===== config.mk =====
export PLATFORM = sky130hd
export DESIGN_NAME = inst_encoder_writer_flat
export DESIGN_NICKNAME = d
export VERILOG_FILES = /design/src/rtl/inst_encoder_writer_if.sv /design/src/rtl/inst_encoder_writer.sv /design/src/flat_wrapper.sv
export SDC_FILE = /design/constraint.sdc
export NUM_CORES = 1
export LEC_CHECK = 0
export ABC_AREA = 1
export CAP_MARGIN = 20
export CORE_MARGIN = 2
export CORE_UTILIZATION = 40
export CTS_CLUSTER_DIAMETER = 200
export DETAILED_ROUTE_END_ITERATION = 10
export GPL_ROUTABILITY_DRIVEN = 0
export PLACE_DENSITY_LB_ADDON = 0.12
export SLEW_MARGIN = 40
export SYNTH_ARGS = -nofsm -noshare
export SYNTH_HDL_FRONTEND = slang
export SYNTH_SLANG_ARGS = --single-unit

===== constraint.sdc =====
create_clock -name clk -period 2.2 [get_ports clk]
set_clock_uncertainty 0.05 [all_clocks]
set_input_delay 0.55 -clock clk [delete_from_list [all_inputs] [get_ports clk]]
set_output_delay 0.55 -clock clk [all_outputs]
set_load 0.02 [all_outputs]

===== src/rtl/inst_encoder_writer_if.sv =====
// Request/memory-write bundle for inst_encoder_writer: decoded fields in, encoded word out.
interface inst_encoder_writer_if #(
  parameter int INST_WIDTH = 32,
  parameter int IMM_WIDTH  = 64,
  parameter int ADDR_WIDTH = 8
);
  logic                  in_valid;
  logic                  in_ready;
  logic [1:0]            fmt;
  logic [2:0]            funct3;
  logic [6:0]            funct7;
  logic [4:0]            rd;
  logic [4:0]            rs1;
  logic [4:0]            rs2;
  logic [IMM_WIDTH-1:0]  imm;
  logic                  addr_clr;
  logic                  mem_we;
  logic [ADDR_WIDTH-1:0] mem_addr;
  logic [INST_WIDTH-1:0] mem_wdata;
  logic                  err;
  logic [ADDR_WIDTH:0]   wr_count;

  modport master (
    output in_valid, fmt, funct3, funct7, rd, rs1, rs2, imm, addr_clr,
    input  in_ready, mem_we, mem_addr, mem_wdata, err, wr_count
  );

  modport slave (
    input  in_valid, fmt, funct3, funct7, rd, rs1, rs2, imm, addr_clr,
    output in_ready, mem_we, mem_addr, mem_wdata, err, wr_count
  );
endinterface


===== src/rtl/inst_encoder_writer.sv =====
// Re-encodes decoded I/S/B/R fields into RV64 instruction words and writes them
// sequentially into instruction memory, rejecting out-of-range immediates.
//
// state  | meaning
// IDLE   | in_ready high, waiting for a request
// ENCODE | range check, word registered
// WRITE  | mem_we pulse at the write pointer
// ERR    | err pulse, nothing written
module inst_encoder_writer #(
  parameter int INST_WIDTH = 32,
  parameter int IMM_WIDTH  = 64,
  parameter int ADDR_WIDTH = 8
) (
  input  logic                  clk,
  input  logic                  rst,
  inst_encoder_writer_if.slave  bus
);

  localparam logic [6:0] OP_I = 7'b0000011;
  localparam logic [6:0] OP_S = 7'b0100011;
  localparam logic [6:0] OP_B = 7'b1100011;
  localparam logic [6:0] OP_R = 7'b0110011;

  typedef enum logic [1:0] {IDLE, ENCODE, WRITE, ERR} state_t;

  state_t                state_q, state_d;
  logic [1:0]            fmt_q;
  logic [2:0]            f3_q;
  logic [6:0]            f7_q;
  logic [4:0]            rd_q, rs1_q, rs2_q;
  logic [IMM_WIDTH-1:0]  imm_q;
  logic [INST_WIDTH-1:0] word, wdata_q;
  logic                  range_ok, i_ok, b_ok;
  logic [ADDR_WIDTH-1:0] ptr_q, addr_hold_q;
  logic [ADDR_WIDTH:0]   cnt_q;
  logic                  accept;

  assign accept = (state_q == IDLE) && bus.in_valid;

  // 12-bit (I/S) and 13-bit even (B) signed ranges: upper bits must be pure sign copies
  assign i_ok = (&imm_q[IMM_WIDTH-1:11]) | ~(|imm_q[IMM_WIDTH-1:11]);
  assign b_ok = ((&imm_q[IMM_WIDTH-1:12]) | ~(|imm_q[IMM_WIDTH-1:12])) & ~imm_q[0];

  always_comb begin
    word     = '0;
    range_ok = 1'b1;
    case (fmt_q)
      2'd0: begin
        word     = {imm_q[11:0], rs1_q, f3_q, rd_q, OP_I};
        range_ok = i_ok;
      end
      2'd1: begin
        word     = {imm_q[11:5], rs2_q, rs1_q, f3_q, imm_q[4:0], OP_S};
        range_ok = i_ok;
      end
      2'd2: begin
        word     = {imm_q[12], imm_q[10:5], rs2_q, rs1_q, f3_q, imm_q[4:1], imm_q[11], OP_B};
        range_ok = b_ok;
      end
      default: begin
        word     = {f7_q, rs2_q, rs1_q, f3_q, rd_q, OP_R};
        range_ok = 1'b1;
      end
    endcase
  end

  always_comb begin
    state_d = state_q;
    case (state_q)
      IDLE:    if (bus.in_valid) state_d = ENCODE;
      ENCODE:  state_d = range_ok ? WRITE : ERR;
      WRITE:   state_d = IDLE;
      ERR:     state_d = IDLE;
      default: state_d = IDLE;
    endcase
  end

  always_ff @(posedge clk) begin
    if (rst) begin
      state_q     <= IDLE;
      fmt_q       <= '0;
      f3_q        <= '0;
      f7_q        <= '0;
      rd_q        <= '0;
      rs1_q       <= '0;
      rs2_q       <= '0;
      imm_q       <= '0;
      wdata_q     <= '0;
      ptr_q       <= '0;
      addr_hold_q <= '0;
      cnt_q       <= '0;
    end else begin
      state_q <= state_d;
      if (accept) begin
        fmt_q <= bus.fmt;
        f3_q  <= bus.funct3;
        f7_q  <= bus.funct7;
        rd_q  <= bus.rd;
        rs1_q <= bus.rs1;
        rs2_q <= bus.rs2;
        imm_q <= bus.imm;
      end
      if (state_q == ENCODE && range_ok) wdata_q <= word;
      if (state_q == WRITE) begin
        addr_hold_q <= ptr_q;
        if (~&cnt_q) cnt_q <= cnt_q + 1'b1;
      end
      // clear beats the post-write increment; the write itself already used the old pointer
      if (bus.addr_clr)            ptr_q <= '0;
      else if (state_q == WRITE)   ptr_q <= ptr_q + 1'b1;
    end
  end

  assign bus.in_ready  = (state_q == IDLE);
  assign bus.mem_we    = (state_q == WRITE);
  assign bus.err       = (state_q == ERR);
  assign bus.mem_addr  = (state_q == WRITE) ? ptr_q : addr_hold_q;
  assign bus.mem_wdata = wdata_q;
  assign bus.wr_count  = cnt_q;

endmodule


===== src/flat_wrapper.sv =====
// flat-port wrapper written by rule: the top's interface ports become plain ports
module inst_encoder_writer_flat 
#(
  parameter int INST_WIDTH = 32,
  parameter int IMM_WIDTH  = 64,
  parameter int ADDR_WIDTH = 8
)
  (clk, rst, bus_in_valid, bus_fmt, bus_funct3, bus_funct7, bus_rd, bus_rs1, bus_rs2, bus_imm, bus_addr_clr, bus_in_ready, bus_mem_we, bus_mem_addr, bus_mem_wdata, bus_err, bus_wr_count);
  inst_encoder_writer_if #(.INST_WIDTH(INST_WIDTH), .IMM_WIDTH(IMM_WIDTH), .ADDR_WIDTH(ADDR_WIDTH)) bus_i ();
  input  logic clk;
  input  logic rst;
  input wire logic [$bits(bus_i.in_valid)-1:0] bus_in_valid;
  input wire logic [$bits(bus_i.fmt)-1:0] bus_fmt;
  input wire logic [$bits(bus_i.funct3)-1:0] bus_funct3;
  input wire logic [$bits(bus_i.funct7)-1:0] bus_funct7;
  input wire logic [$bits(bus_i.rd)-1:0] bus_rd;
  input wire logic [$bits(bus_i.rs1)-1:0] bus_rs1;
  input wire logic [$bits(bus_i.rs2)-1:0] bus_rs2;
  input wire logic [$bits(bus_i.imm)-1:0] bus_imm;
  input wire logic [$bits(bus_i.addr_clr)-1:0] bus_addr_clr;
  output wire logic [$bits(bus_i.in_ready)-1:0] bus_in_ready;
  output wire logic [$bits(bus_i.mem_we)-1:0] bus_mem_we;
  output wire logic [$bits(bus_i.mem_addr)-1:0] bus_mem_addr;
  output wire logic [$bits(bus_i.mem_wdata)-1:0] bus_mem_wdata;
  output wire logic [$bits(bus_i.err)-1:0] bus_err;
  output wire logic [$bits(bus_i.wr_count)-1:0] bus_wr_count;
  assign bus_i.in_valid = bus_in_valid;
  assign bus_i.fmt = bus_fmt;
  assign bus_i.funct3 = bus_funct3;
  assign bus_i.funct7 = bus_funct7;
  assign bus_i.rd = bus_rd;
  assign bus_i.rs1 = bus_rs1;
  assign bus_i.rs2 = bus_rs2;
  assign bus_i.imm = bus_imm;
  assign bus_i.addr_clr = bus_addr_clr;
  assign bus_in_ready = bus_i.in_ready;
  assign bus_mem_we = bus_i.mem_we;
  assign bus_mem_addr = bus_i.mem_addr;
  assign bus_mem_wdata = bus_i.mem_wdata;
  assign bus_err = bus_i.err;
  assign bus_wr_count = bus_i.wr_count;
  inst_encoder_writer #(.INST_WIDTH(INST_WIDTH), .IMM_WIDTH(IMM_WIDTH), .ADDR_WIDTH(ADDR_WIDTH)) u_core (.clk(clk), .rst(rst), .bus(bus_i));
endmodule

* After elaboration in Yosys (flattened, before gate mapping) *
Index checks and enable logic that the tools add are counted.

cells by class
  add/subtract/negate cells = 2
  reductions and logical operators = 13
  mux-type cells = 6
  equal/unequal tests = 6
  bitwise logic cells = 7

operators with widths
  cell                 count
  $pmux 32 s3          1
  $reduce_and 53->1    1
  $reduce_or 53->1     1
  $reduce_and 52->1    1
  $reduce_or 52->1     1
  $add 9x1->9 const B  1
  $reduce_and 9->1     1
  $add 8x1->8 const B  1
  $mux 8               1
  $eq 2x2->1 const B   3
  $pmux 2 s3           1
  $reduce_or 2->1      3
  $eq 2x1->1 const B   2
  $logic_not 2->1      2
  $not 1->1            4
  $logic_and 1x1->1    2
  $mux 2               1
  $ne 2x2->1 const B   1
  $or 1x1->1           2
  $pmux 1 s2           1
  $reduce_and 2->1     1
  $and 1x1->1          1
  $mux 1               1

word-level totals
  bits of input ports = 95
  logic and storage cells = 46
  register bits = 150
  output and inout bits = 52

* Depth between registers and ports, before layout *
  word-level depth = 7
  mapped depth = 15
  gate-level depth less buffers = 14

* Worst setup path after synthesis *
No wires, ideal clock.

  path kind = register -> register
  start point = reg u_core.cnt_q[0] (netlist: u_core.bus.wr_count[0])
  end point = reg u_core.cnt_q[7] (netlist: u_core.bus.wr_count[7])
  stages on the path, launching flop included = 15
  required time = 2,031 ps
  setup time = 119 ps
  path buffers = 0
  data arrival time = 1,864 ps
  setup slack = 166 ps
  cells stage by stage = dfxtp_1 -> ha_1 -> inv_1 -> nor2_1 -> nand2_1 -> nor2_1 -> ha_1 -> nor2_2 -> nand4_1 -> inv_1 -> nand3_1 -> nor2_1 -> nand2_1 -> o21ai_0 -> a21oi_1

between the ends
  cells in the longest elaborated chain, start to end = 3
  elaborated cells between the ends (all ways) = 4
  classes of those cells = add/sub (1); bitwise (1); reduce/logical (2)

ends and longest elaborated chain
  item                                                                 line                        RTL
  start, declared                                                      inst_encoder_writer.sv:35   logic [ADDR_WIDTH:0] cnt_q;
  start signal, assigned                                               inst_encoder_writer.sv:106  if (~&cnt_q) cnt_q <= cnt_q + 1'b1;
  parallel branches: the longest is 3 deep, another holds $add 9x1->9  n/a

Parallel ways; which one is timed is not known.
A chain may end at the register's enable or synchronous reset.

* Worst setup path in the final report *
  start point = reg u_core.state_q[0]
  end point = out bus_mem_addr[4]

between the ends
  cells in the longest elaborated chain, start to end = 2

ends and longest elaborated chain
  item                    line                        RTL
  start, declared         inst_encoder_writer.sv:26   state_t state_q, state_d;
  start signal, assigned  inst_encoder_writer.sv:93   state_q <= state_d;
  $eq 2x2->1              inst_encoder_writer.sv:117  assign bus.mem_addr = (state_q == WRITE) ? ptr_q : addr_hold_q;
  $mux 8                  inst_encoder_writer.sv:117
  end, declared           flat_wrapper.sv:23          output wire logic [$bits(bus_i.mem_addr)-1:0] bus_mem_addr;

No other way between the ends.

==> summary.md <==
| Metric | Value |
|---|---|
| Net Sw Frac | 26.7% |
| Slew Viols, Final | 0 |
| Max-cap viol count | 0 |
| Clock sink count | around 150 |
| Initial antenna violation count | 0 |
| Combinational power share | 17.9% |
| Clk root buf | clkbuf_16 |
| DR WL/cell | 12.1 um |
| Synth top cells by count | 258 x nor2_1, 151 x nand2_1, 147 x dfxtp_1 |
| Worst-Skew Late Latency | 0.41 ns |
| Dpl cells | 1203 |
| FFs w/ async S/R, synth | 0% |
| Port Buffers | 144 |
| H-tree depth | 4 |
| Core area | 0.0151 mm2 |
| Detail Route Antenna Nets | 0 |
| Setup TNS | 0 ns |
| R2R setup slack | approximately 0.26 ns |
| Initial Utilization | approximately two fifths |
| Maximum vdd drop | approximately 550 uV |
| Layout cells sized above 1 | 7.76% |
| GRT overflow | 0 |
| Die W | 128 um |
| WP data required | 1.60 ns |
| Most common cell in the netlist | nor2_1 |
| Total number of vias | about 5600 |
| Iteration-0 DRC Markers | 355 |
| Tot Pwr | 6.94 mW |
| Std-Cell Rows | between 40 and 50 |
| Flop pwr share | 44.1% |
| Tcrit/Tclk final | 96.7% |
| Worst-case clock buffer depth | 2 |
| # DRC | 0 |
| Io pins | 147 |
| Reg clk slew, reported paths | about 0.060 ns |
| Kind of critical path | reg2out |
| First-pass GRT wire length | ~25 mm |
| Largest family of logic cells by synthesized area | simple AND/OR/NAND/NOR gates |
| TritonCTS buffer count | 17 |
| R2r startpoint | u_core.imm_q[55] |
| First-pass DRT Iterations | 5 |
| Post-synthesis mux area share | 0% |
| Synth top area share | 47.8% |
| P_int | 5.09 mW |
| Pin count of the biggest net entering global routing | 71 |
| Vias in the first global route | between 5000 and 6000 |
| Hold_buf cts | 0 |
| Cell Pwr Density | 826 mW/mm2 |
| DRT Wirelength | around 15 mm |
| Final Core Density | 55.7% |
| CTS tree | done |
| Routed vias/inst | roughly 4.6 |
| Dpl ws | 0.0157 ns |
| Worst hold slack | between 0.3 and 0.4 ns |
| Placed Area | approximately 0.008 mm2 |
| Synth Area in Adders | 0.610% |
| Unrepaired setup endpoints after global routing | true |
| Cell area after synthesis | 0.00615 mm2 |
| Layout area overhead | 36.7% |
| Worst path arrival time | 1.53 ns |
| Synth Flop Type | dfxtp_1 |
| Sw Pwr | 1.86 mW |
| Min-delay worst type | reg2reg |
| FMAX | 470 MHz |
| Synth Area in XOR/XNOR | 0% |
| Ys Warns | 0 |
| Clk pwr share | 38.0% |
| Sequential area share after synthesis | a little under half |
| DPL Wire Length | 10.5 mm |
| Distinct cell type count after synthesis | 31 |
| Yosys reg bits | about 150 |
| Design area | 0.00841 mm2 |
| Finished Layout Cells | 1232 |
| EDFF count, synth | 0 |
| Clock period minus worst slack | 2.13 ns |
| Syn Area/Cell | 6.87 um2 |
| Die Ht | 128 um |
| Crit start category | flop |
| Leakage Power | 3.64 nW |
| GRT Total Usage | 18.8% |
| Antenna diodes | 0 |
| Critical path endpoint category | output pin |
| Die area | between 0.015 and 0.02 mm2 |
| Setup ws final | 0.0732 ns |
| NumNets Final | 1133 |
| Post-Synth Simple-Gate Area | 29.6% |
| Outcome | finished clean |
| Mapped Cells | 895 |
| Post-synthesis compound-gate area fraction | between 10% and 20% |
| CP max FO | 8 |
| Synth area leader | dfxtp_1 |
| Synth area leaders | dfxtp_1 48%, nor2_1 16%, o21ai_0 9.4% |
| Worst setup startpoint | u_core.state_q[0] |
| Setup violations, final | 0 |
| Final hold vios | 0 |
| Hold_sp | u_core.rd_q[2] |
## power by group through the flow
stage	Sequential, mW	Combinational [mW]	Clock, mW
detailed placement	3.12	1.25	0
CTS	3.06	1.25	2.71
finish	3.06	1.24	2.64
global placement	3.11	1.24	0
global route	3.10	1.41	2.82
floorplan	3.12	0.715	0
## cells by family after synthesis
| group | after synthesis |
|---|---|
| AO/OA/AOI/OAI | 161 |
| adder cells (fa/ha/maj) | 3 |
| buffers and inverters | 128 |
| flip-flops | 147 |
| other | 1 |
| AND/OR/NAND/NOR | 455 |
## metal layers
| layer | vias up | global-route usage [%] | wire length [um] |
|---|---|---|---|
| met5 | - | 0 | 0 |
| met4 | 0 | 6.21 | 154 |
| met3 | 9 | 4.05 | 549 |
| met2 | 106 | 31.0 | 7060 |
| met1 | 2447 | 24.5 | 7100 |
| li1 | 3077 | - | - |
## final timing paths
kind         cells past startpoint                        to
max                              7           bus_mem_addr[4]
min                              2            u_core.rd_q[2]
max reg2reg                     13  u_core.bus.mem_wdata[30]
min reg2reg                      2            u_core.rd_q[2]
## state kept, by name, indices dropped and copies added, names as in the netlist
signal                flops
u_core.addr_hold_q        8
u_core.bus.mem_wdata     29
u_core.bus.wr_count       9
u_core.f3_q               3
u_core.f7_q               7
u_core.fmt_q              2
u_core.imm_q             64
u_core.ptr_q              8
u_core.rd_q               5
u_core.rs1_q              5
u_core.rs2_q              5
u_core.state_q            2
## cells in the final DEF (no fill, tap or decap), types with 2 or more instances in the layout
cell and n:
nand3_1 11, ha_1 3, nand2_1 150, buf_4 9, inv_2 6, clkdlybuf4s50_1 133
dfxtp_1 146, clkbuf_1 3, nor3_1 5, nor2_2 6, conb_1 2, o21a_1 2
buf_2 5, clkbuf_16 17, clkinvlp_4 2, clkbuf_8 3, inv_1 80, o21ai_2 5
nor2_1 257, clkinv_2 2, a21oi_1 39, and3_1 2, nand4_1 11, dlygate4sd2_1 3
clkdlybuf4s15_2 3, o21ai_0 111, or2_2 5, nand2_2 3, buf_12 8
## layout make-up
class / instances / area, um2
Inverter: 86 / 323
Tap cell: 188 / 235
Clock buffer: 23 / 478
Timing Repair Buffer: 162 / 1660
Multi-Input combinational cell: 621 / 2720
Fill cell: 1523 / 6680
Clock inverter: 5 / 55.1
Sequential cell: 147 / 2940
## what timing repair did
item                                    CTS  global route
resized for setup                        37            10
endpoints found under the setup margin   11             8
buffers inserted                          0             1
## critical path, stage by stage, from the launching register on
cell and delay, ns:
dfxtp_2 0.34, inv_2 0.05, nand2_2 0.07, inv_2 0.08, or2_2 0.29, o21ai_2 0.08, inv_1 0.05, buf_2 0.15
(Power assumes the default switching activity.)
